**src/rtl/input_editor_pkg.sv**
```systemverilog
// Shared types and helpers for the input editor.
// Mode codes, digit geometry, button indices and BCD stepping.
package input_editor_pkg;

  localparam int DIG_W = 5;
  localparam int N_DIG = 4;

  localparam int BTN_RIGHT = 0;
  localparam int BTN_INC   = 1;
  localparam int BTN_DEC   = 2;
  localparam int BTN_LEFT  = 3;

  localparam logic [DIG_W-1:0] BCD_MAX = DIG_W'(9);

  typedef enum logic [3:0] {
    MODE_OFF = 4'd0,
    MODE_DEC = 4'd1,
    MODE_HEX = 4'd2,
    MODE_OCT = 4'd3,
    MODE_BIN = 4'd4,
    MODE_BCD = 4'd5
  } mode_e;

  typedef logic [N_DIG-1:0][DIG_W-1:0] digits_t;

  typedef struct packed {
    logic    ovf;
    digits_t dig;
  } bcd_res_t;

  function automatic logic mode_ok(logic [3:0] m);
    return (m >= 4'd1) && (m <= 4'd5);
  endfunction

  function automatic logic [DIG_W-1:0] mode_max(logic [3:0] m);
    logic [DIG_W-1:0] r;
    case (m)
      MODE_DEC: r = DIG_W'(9);
      MODE_HEX: r = DIG_W'(15);
      MODE_OCT: r = DIG_W'(7);
      MODE_BIN: r = DIG_W'(1);
      MODE_BCD: r = DIG_W'(9);
      default:  r = '0;
    endcase
    return r;
  endfunction

  // Ripple +/-1 from digit pos upward; ovf set when carry leaves digit 3.
  function automatic bcd_res_t bcd_step(digits_t d, logic [1:0] pos,
                                        logic dn);
    bcd_res_t r;
    logic     cy;
    r.dig = d;
    cy    = 1'b1;
    for (int i = 0; i < N_DIG; i++) begin
      if (i >= int'(pos) && cy) begin
        if (dn) begin
          if (d[i] == '0) begin
            r.dig[i] = BCD_MAX;
          end else begin
            r.dig[i] = d[i] - DIG_W'(1);
            cy       = 1'b0;
          end
        end else begin
          if (d[i] >= BCD_MAX) begin
            r.dig[i] = '0;
          end else begin
            r.dig[i] = d[i] + DIG_W'(1);
            cy       = 1'b0;
          end
        end
      end
    end
    r.ovf = cy;
    return r;
  endfunction

endpackage

```
**src/rtl/input_editor_debounce.sv**
```systemverilog
// Debouncer: 2-FF synchronizer plus stability counter.
// Emits the debounced level and a one-cycle rising-edge pulse.
module debounce
  import input_editor_pkg::*;
#(
  parameter int DB_CYCLES = 1_000_000
) (
  input  logic clk,
  input  logic rst,
  input  logic raw,
  output logic level,
  output logic rise_pulse
);

  localparam int CW = $clog2(DB_CYCLES + 1);

  logic          s1_q, s2_q;
  logic          lvl_q, lvl_d;
  logic          rise_q, rise_d;
  logic [CW-1:0] cnt_q, cnt_d;

  // Count while the synced sample differs from the level; restart otherwise.
  always_comb begin
    cnt_d  = '0;
    lvl_d  = lvl_q;
    rise_d = 1'b0;
    if (s2_q != lvl_q) begin
      if (cnt_q == CW'(DB_CYCLES - 1)) begin
        lvl_d  = s2_q;
        rise_d = s2_q;
      end else begin
        cnt_d = cnt_q + CW'(1);
      end
    end
  end

  // Synchronizer, counter and level registers.
  always_ff @(posedge clk or negedge rst) begin
    if (!rst) begin
      s1_q   <= 1'b0;
      s2_q   <= 1'b0;
      lvl_q  <= 1'b0;
      rise_q <= 1'b0;
      cnt_q  <= '0;
    end else begin
      s1_q   <= raw;
      s2_q   <= s1_q;
      lvl_q  <= lvl_d;
      rise_q <= rise_d;
      cnt_q  <= cnt_d;
    end
  end

  assign level      = lvl_q;
  assign rise_pulse = rise_q;

endmodule

```
**src/rtl/input_editor.sv**
```systemverilog
// Button front-end and 4-digit editor with cursor.
// Mode selects digit radix; mode 5 is carrying BCD.
module input_editor
  import input_editor_pkg::*;
#(
  parameter int DB_CYCLES = 1_000_000
) (
  input  logic        clk,
  input  logic        rst,
  input  logic [3:0]  btn_raw,
  input  logic        clr_raw,
  input  logic [3:0]  mode,
  output logic [2:0]  curr,
  output logic [19:0] nout,
  output logic        p,
  output logic        error
);

  logic [3:0] btn_lvl, btn_pul;
  logic       clr_lvl, clr_pul;
  logic       unused_db;

  for (genvar i = 0; i < 4; i++) begin : g_btn
    debounce #(.DB_CYCLES(DB_CYCLES)) u_db (
      .clk        (clk),
      .rst        (rst),
      .raw        (btn_raw[i]),
      .level      (btn_lvl[i]),
      .rise_pulse (btn_pul[i])
    );
  end

  debounce #(.DB_CYCLES(DB_CYCLES)) u_db_clr (
    .clk        (clk),
    .rst        (rst),
    .raw        (clr_raw),
    .level      (clr_lvl),
    .rise_pulse (clr_pul)
  );

  assign unused_db = ^{btn_lvl, clr_pul};

  digits_t          dig_q, dig_d;
  logic [1:0]       curr_q, curr_d;
  logic             p_q, p_d;
  logic             err_q, err_d;
  logic [3:0]       mode_q;
  logic             act, mchg;
  logic [DIG_W-1:0] cd, mx;
  bcd_res_t         bres;

  assign act  = mode_ok(mode);
  assign mchg = act && mode_ok(mode_q) && (mode != mode_q);
  assign cd   = dig_q[curr_q];
  assign mx   = mode_max(mode);
  assign bres = bcd_step(dig_q, curr_q, ~btn_pul[BTN_INC]);

  // One action per cycle: clear > left > right > inc > dec.
  always_comb begin
    dig_d  = dig_q;
    curr_d = curr_q;
    p_d    = p_q;
    err_d  = err_q;
    if (clr_lvl || mchg) begin
      dig_d  = '0;
      curr_d = '0;
      p_d    = 1'b0;
      err_d  = 1'b0;
    end else if (act) begin
      if (btn_pul[BTN_LEFT]) begin
        curr_d = curr_q + 2'd1;
      end else if (btn_pul[BTN_RIGHT]) begin
        curr_d = curr_q - 2'd1;
      end else if (btn_pul[BTN_INC] || btn_pul[BTN_DEC]) begin
        p_d = 1'b1;
        if (mode == MODE_BCD) begin
          if (bres.ovf) err_d = 1'b1;
          else          dig_d = bres.dig;
        end else if (btn_pul[BTN_INC]) begin
          if (cd < mx) dig_d[curr_q] = cd + DIG_W'(1);
          else         err_d = 1'b1;
        end else begin
          if (cd != '0) dig_d[curr_q] = cd - DIG_W'(1);
          else          err_d = 1'b1;
        end
      end
    end
  end

  // Editor state and previous-mode tracking.
  always_ff @(posedge clk or negedge rst) begin
    if (!rst) begin
      dig_q  <= '0;
      curr_q <= '0;
      p_q    <= 1'b0;
      err_q  <= 1'b0;
      mode_q <= '0;
    end else begin
      dig_q  <= dig_d;
      curr_q <= curr_d;
      p_q    <= p_d;
      err_q  <= err_d;
      mode_q <= mode;
    end
  end

  assign nout  = dig_q;
  assign curr  = {1'b0, curr_q};
  assign p     = p_q;
  assign error = err_q;

endmodule

```
**config.mk**
```make
export PLATFORM = sky130hd
export DESIGN_NAME = input_editor
export DESIGN_NICKNAME = d
export VERILOG_FILES = /design/src/rtl/input_editor_pkg.sv /design/src/rtl/input_editor_debounce.sv /design/src/rtl/input_editor.sv
export SDC_FILE = /design/constraint.sdc
export NUM_CORES = 1
export LEC_CHECK = 0
export ABC_AREA = 1
export BUFFER_PORTS_ARGS = -buffer_cell sky130_fd_sc_hd__buf_2
export CAP_MARGIN = 10
export CORE_UTILIZATION = 65
export CTS_BUF_LIST = sky130_fd_sc_hd__clkbuf_8
export DETAILED_ROUTE_END_ITERATION = 7
export PLACE_DENSITY = 0.83
export SYNTH_ARGS = -nofsm -noshare
export SYNTH_HDL_FRONTEND = slang
export SYNTH_SLANG_ARGS = --single-unit
```
**constraint.sdc**
```tcl
create_clock -name clk -period 2.7 [get_ports clk]
set_clock_uncertainty 0.2 [all_clocks]
set_input_delay 0.54 -clock clk [delete_from_list [all_inputs] [get_ports clk]]
set_output_delay 0.54 -clock clk [all_outputs]
set_load 0.005 [all_outputs]
```
==> results.sh <==
export IMPL_p_int_uw=3696
export IMPL_synthCells=1140
export IMPL_grt_pass1_vias=7195
export IMPL_cap_violations=0
export IMPL_register_area_sq_um=3681
export IMPL_ant_nets=0
export IMPL_h_tree_depth=4
export IMPL_cts_buffers=17
export IMPL_die_area_sq_um=14080
export IMPL_grt_pass1_wl_mm=32.94
export IMPL_n_fill_cell=994
export IMPL_hold_violations=0
export IMPL_timing_final_crit_period_ns=2.596
export IMPL_cts_root_buf="clkbuf_8"
export IMPL_yosysSeqAreaShare=0.4157
export IMPL_rrSetupSlack_ns=0.10
export IMPL_gr_total_overflow=0
export IMPL_critPathKind="reg2reg"
export IMPL_final_area_sq_um=9894
export IMPL_layout_drive_gt1_share=0.1396
export IMPL_syn_area_sq_um=8848
export IMPL_multi_input_area_sq_um=4484
export IMPL_die_h_um=118.7
export IMPL_min_period_over_period=0.9613
export IMPL_crit_path_frequent_cell="nand2_1"
export IMPL_grt_max_degree=60
export IMPL_status="completed"
export IMPL_synth_edf_count=0
export IMPL_clkSinkCount=147
export IMPL_wl_per_cell_um=13.92
export IMPL_worst_path_max_delay_cell="dfrtp_2"
export IMPL_num_vias=7699
export IMPL_power_share_clock=0.275
export IMPL_num_io_pins=36
export IMPL_path_max_fanout=6
export IMPL_peakVddDrop_mv=0.5020
export IMPL_synth_most_common_cell="nand2_1"
export IMPL_routed_wl_mm=19.50
export IMPL_synthArstFlopShare=1.000
export IMPL_synth_area_per_cell_sq_um=7.762
export IMPL_p_leak_uw=0.004688
export IMPL_max_stage_delay_ns=0.46
export IMPL_power_frac_comb=0.294
export IMPL_place_hpwl_mm=14.13
export IMPL_hold_ws_ns=0.02622
export IMPL_power_switching_uw=1996
export IMPL_power_uw=5692
export IMPL_diodes=0
export IMPL_seq_power_share=0.432
export IMPL_synth_cell_types=47
export IMPL_synth_area_leaders="dfrtp_1 (42%), nand2_1 (10%), inv_1 (6.4%)"
export IMPL_crit_arrival_ns=2.79
export IMPL_start_util=0.6682
export IMPL_synth_top_area_frac=0.4157
export IMPL_place_port_buffers=34
export IMPL_core_area_sq_um=13240
export IMPL_required_ns=2.89
export IMPL_die_w_um=118.7
export IMPL_grt_util_all_layers=0.2921
export IMPL_finalSetupTns_ns=0
export IMPL_route_detailed_drc=0
export IMPL_row_count=42
export IMPL_area_delta_synth_final_pct=11.82
export IMPL_clk_transition_reported_paths_ns=0.08
export IMPL_cp_cell_sequence="buf_6, nand2_1, nand3_1, and2_4, ha_4, and3_1, nand2_1, nand2_1, nand2_2, nor2_2, nor2_4, nand3_4, buf_12, nor2_4, nand2_1, nand2_1"
export IMPL_netlist_top_cells_count="nand2_1 (245), inv_1 (151), dfrtp_1 (147)"
export IMPL_synth_seq_cells=147
export IMPL_clock_path_buffers=2
export IMPL_worst_setup_path_end_kind="flop"
export IMPL_clock_fmax_mhz=385.3
export IMPL_power_density_nw_per_um2=575.3
export IMPL_yosysWarnings=0
export IMPL_p_sw_frac=0.3506
export IMPL_clkLatencyLatePin_ns=0.46
export IMPL_cts_tree="built"
export IMPL_firstDrtPassIters=7
export IMPL_gp_congestion=0.9938
export IMPL_nNetsFinal=1252
export IMPL_avgViaCountPerCell=5.495
export IMPL_post_dp_cell_area_sq_um=9349
export IMPL_hp_class="in2reg"
export IMPL_yosys_most_used_dff="dfrtp_1"
export IMPL_drt_iter0_drc=635
export IMPL_maxSlewViolCount=0
export IMPL_setup_viol=0
export IMPL_synth_top_area_cell="dfrtp_1"
export IMPL_setup_worst_path_start_class="flop"
export IMPL_antenna_found_initial=0
export IMPL_synth_fp_nets=1179
==> flip-flops by register name (all words and copies together), names as in the netlist, 2 cells and up <==
name / flops
g_btn.u_db.s2_q: 4
g_btn.u_db.level: 4
g_btn.u_db.rise_pulse: 4
g_btn.u_db.cnt_q: 80
curr_q: 2
nout: 20
g_btn.u_db.s1_q: 4
mode_q: 4
u_db_clr.cnt_q: 20
==> placed cells by master (no fill, tap or decap), types with 8 or more instances in the layout <==
cell type	instances
nand2_1	239
inv_1	153
dfrtp_1	145
nor2_1	131
nand3_1	92
a21oi_1	49
nor3_1	43
xor2_1	33
buf_2	33
o21ai_0	30
buf_4	27
ha_1	26
nand4_1	20
xnor2_1	19
clkbuf_8	18
nand2_2	11
nor2_4	10
o21bai_2	10
o21a_1	9
o21bai_1	8
nor4_1	8
a211oi_1	8
==> routing by layer <==
metal / GRT usage / vias to the layer above / part of all wire
li1: - / 3843 / -
met1: 0.3881 / 3576 / 0.45
met2: 0.4788 / 246 / 0.47
met3: 0.05840 / 34 / 0.060
met4: 0.09731 / 0 / 0.019
met5: 0 / - / 0
==> layout make-up <==
class,instances,share of cell area
clock buffers,18,0.02504
clock inverters,13,0.009737
inverters,159,0.06133
multi-input cells,814,0.4532
flip-flops and latches,147,0.3720
well taps,176,0.02226
repair buffers,74,0.05640
==> logic make-up (layout without fill, tap and decap cells) <==
logic type / after synthesis / in the layout / share of synthesized area
adder cells (fa/ha/maj): 28 / 28 / 0.03959
other: 1 / 1 / 0.0004238
AO/OA/AOI/OAI: 139 / 139 / 0.09842
flip-flops: 147 / 147 / 0.4157
XOR/XNOR: 52 / 52 / 0.05147
AND/OR/NAND/NOR: 593 / 593 / 0.3097
multiplexers: 1 / 1 / 0.001273
buffers and inverters: 179 / 264 / 0.08343
==> power by group through the flow <==
stage	logic [uW]	registers [uW]	clock network, uW
floorplan	1050	2480	0
global placement	1520	2490	0
detailed placement	1550	2490	0
CTS	1570	2450	1580
global route	1870	2470	1670
finish	1670	2460	1560
==> final timing paths <==
path                                            to           from  depth (start not counted)
worst min register to register       u_db_clr.s2_q  u_db_clr.s1_q                          0
max in group asynchronous                curr_q[0]            rst                          3
worst max register to register            nout[13]      curr_q[0]                         16
worst min-delay path                     mode_q[0]        mode[0]                          1
worst max-delay path                      nout[13]      curr_q[0]                         16
min in group asynchronous       u_db_clr.cnt_q[13]            rst                          2
==> repair_timing <==
action | CTS | global route
resized for setup | 0 | 20
buffers inserted | 0 | 6
endpoints found under the hold margin | 44 | 0
hold buffers | 6 | 0
setup endpoints to repair | 0 | 20
==> critical path, delay by kind of cell (launching register included) <==
family / cells / cell delay [ns]
flops: 1 / 0.46
buf+inv: 2 / 0.33
simple gates: 13 / 1.30
fa+ha+maj: 1 / 0.24
==> metrics by stage <==
stage / utilization / std cells / setup slack, ns
2_1_floorplan: - / 1140 / 0.07446
3_3_place_gp: 0.7060 / 1357 / 0.007421
3_5_place_dp: 0.7060 / 1357 / -0.08626
4_1_cts: 0.7365 / 1394 / 0.05276
5_1_grt: 0.7472 / 1401 / -0.02236
6_report: 0.7472 / 1401 / 0.1044
Note: power is estimated with default switching activity, not from simulation.
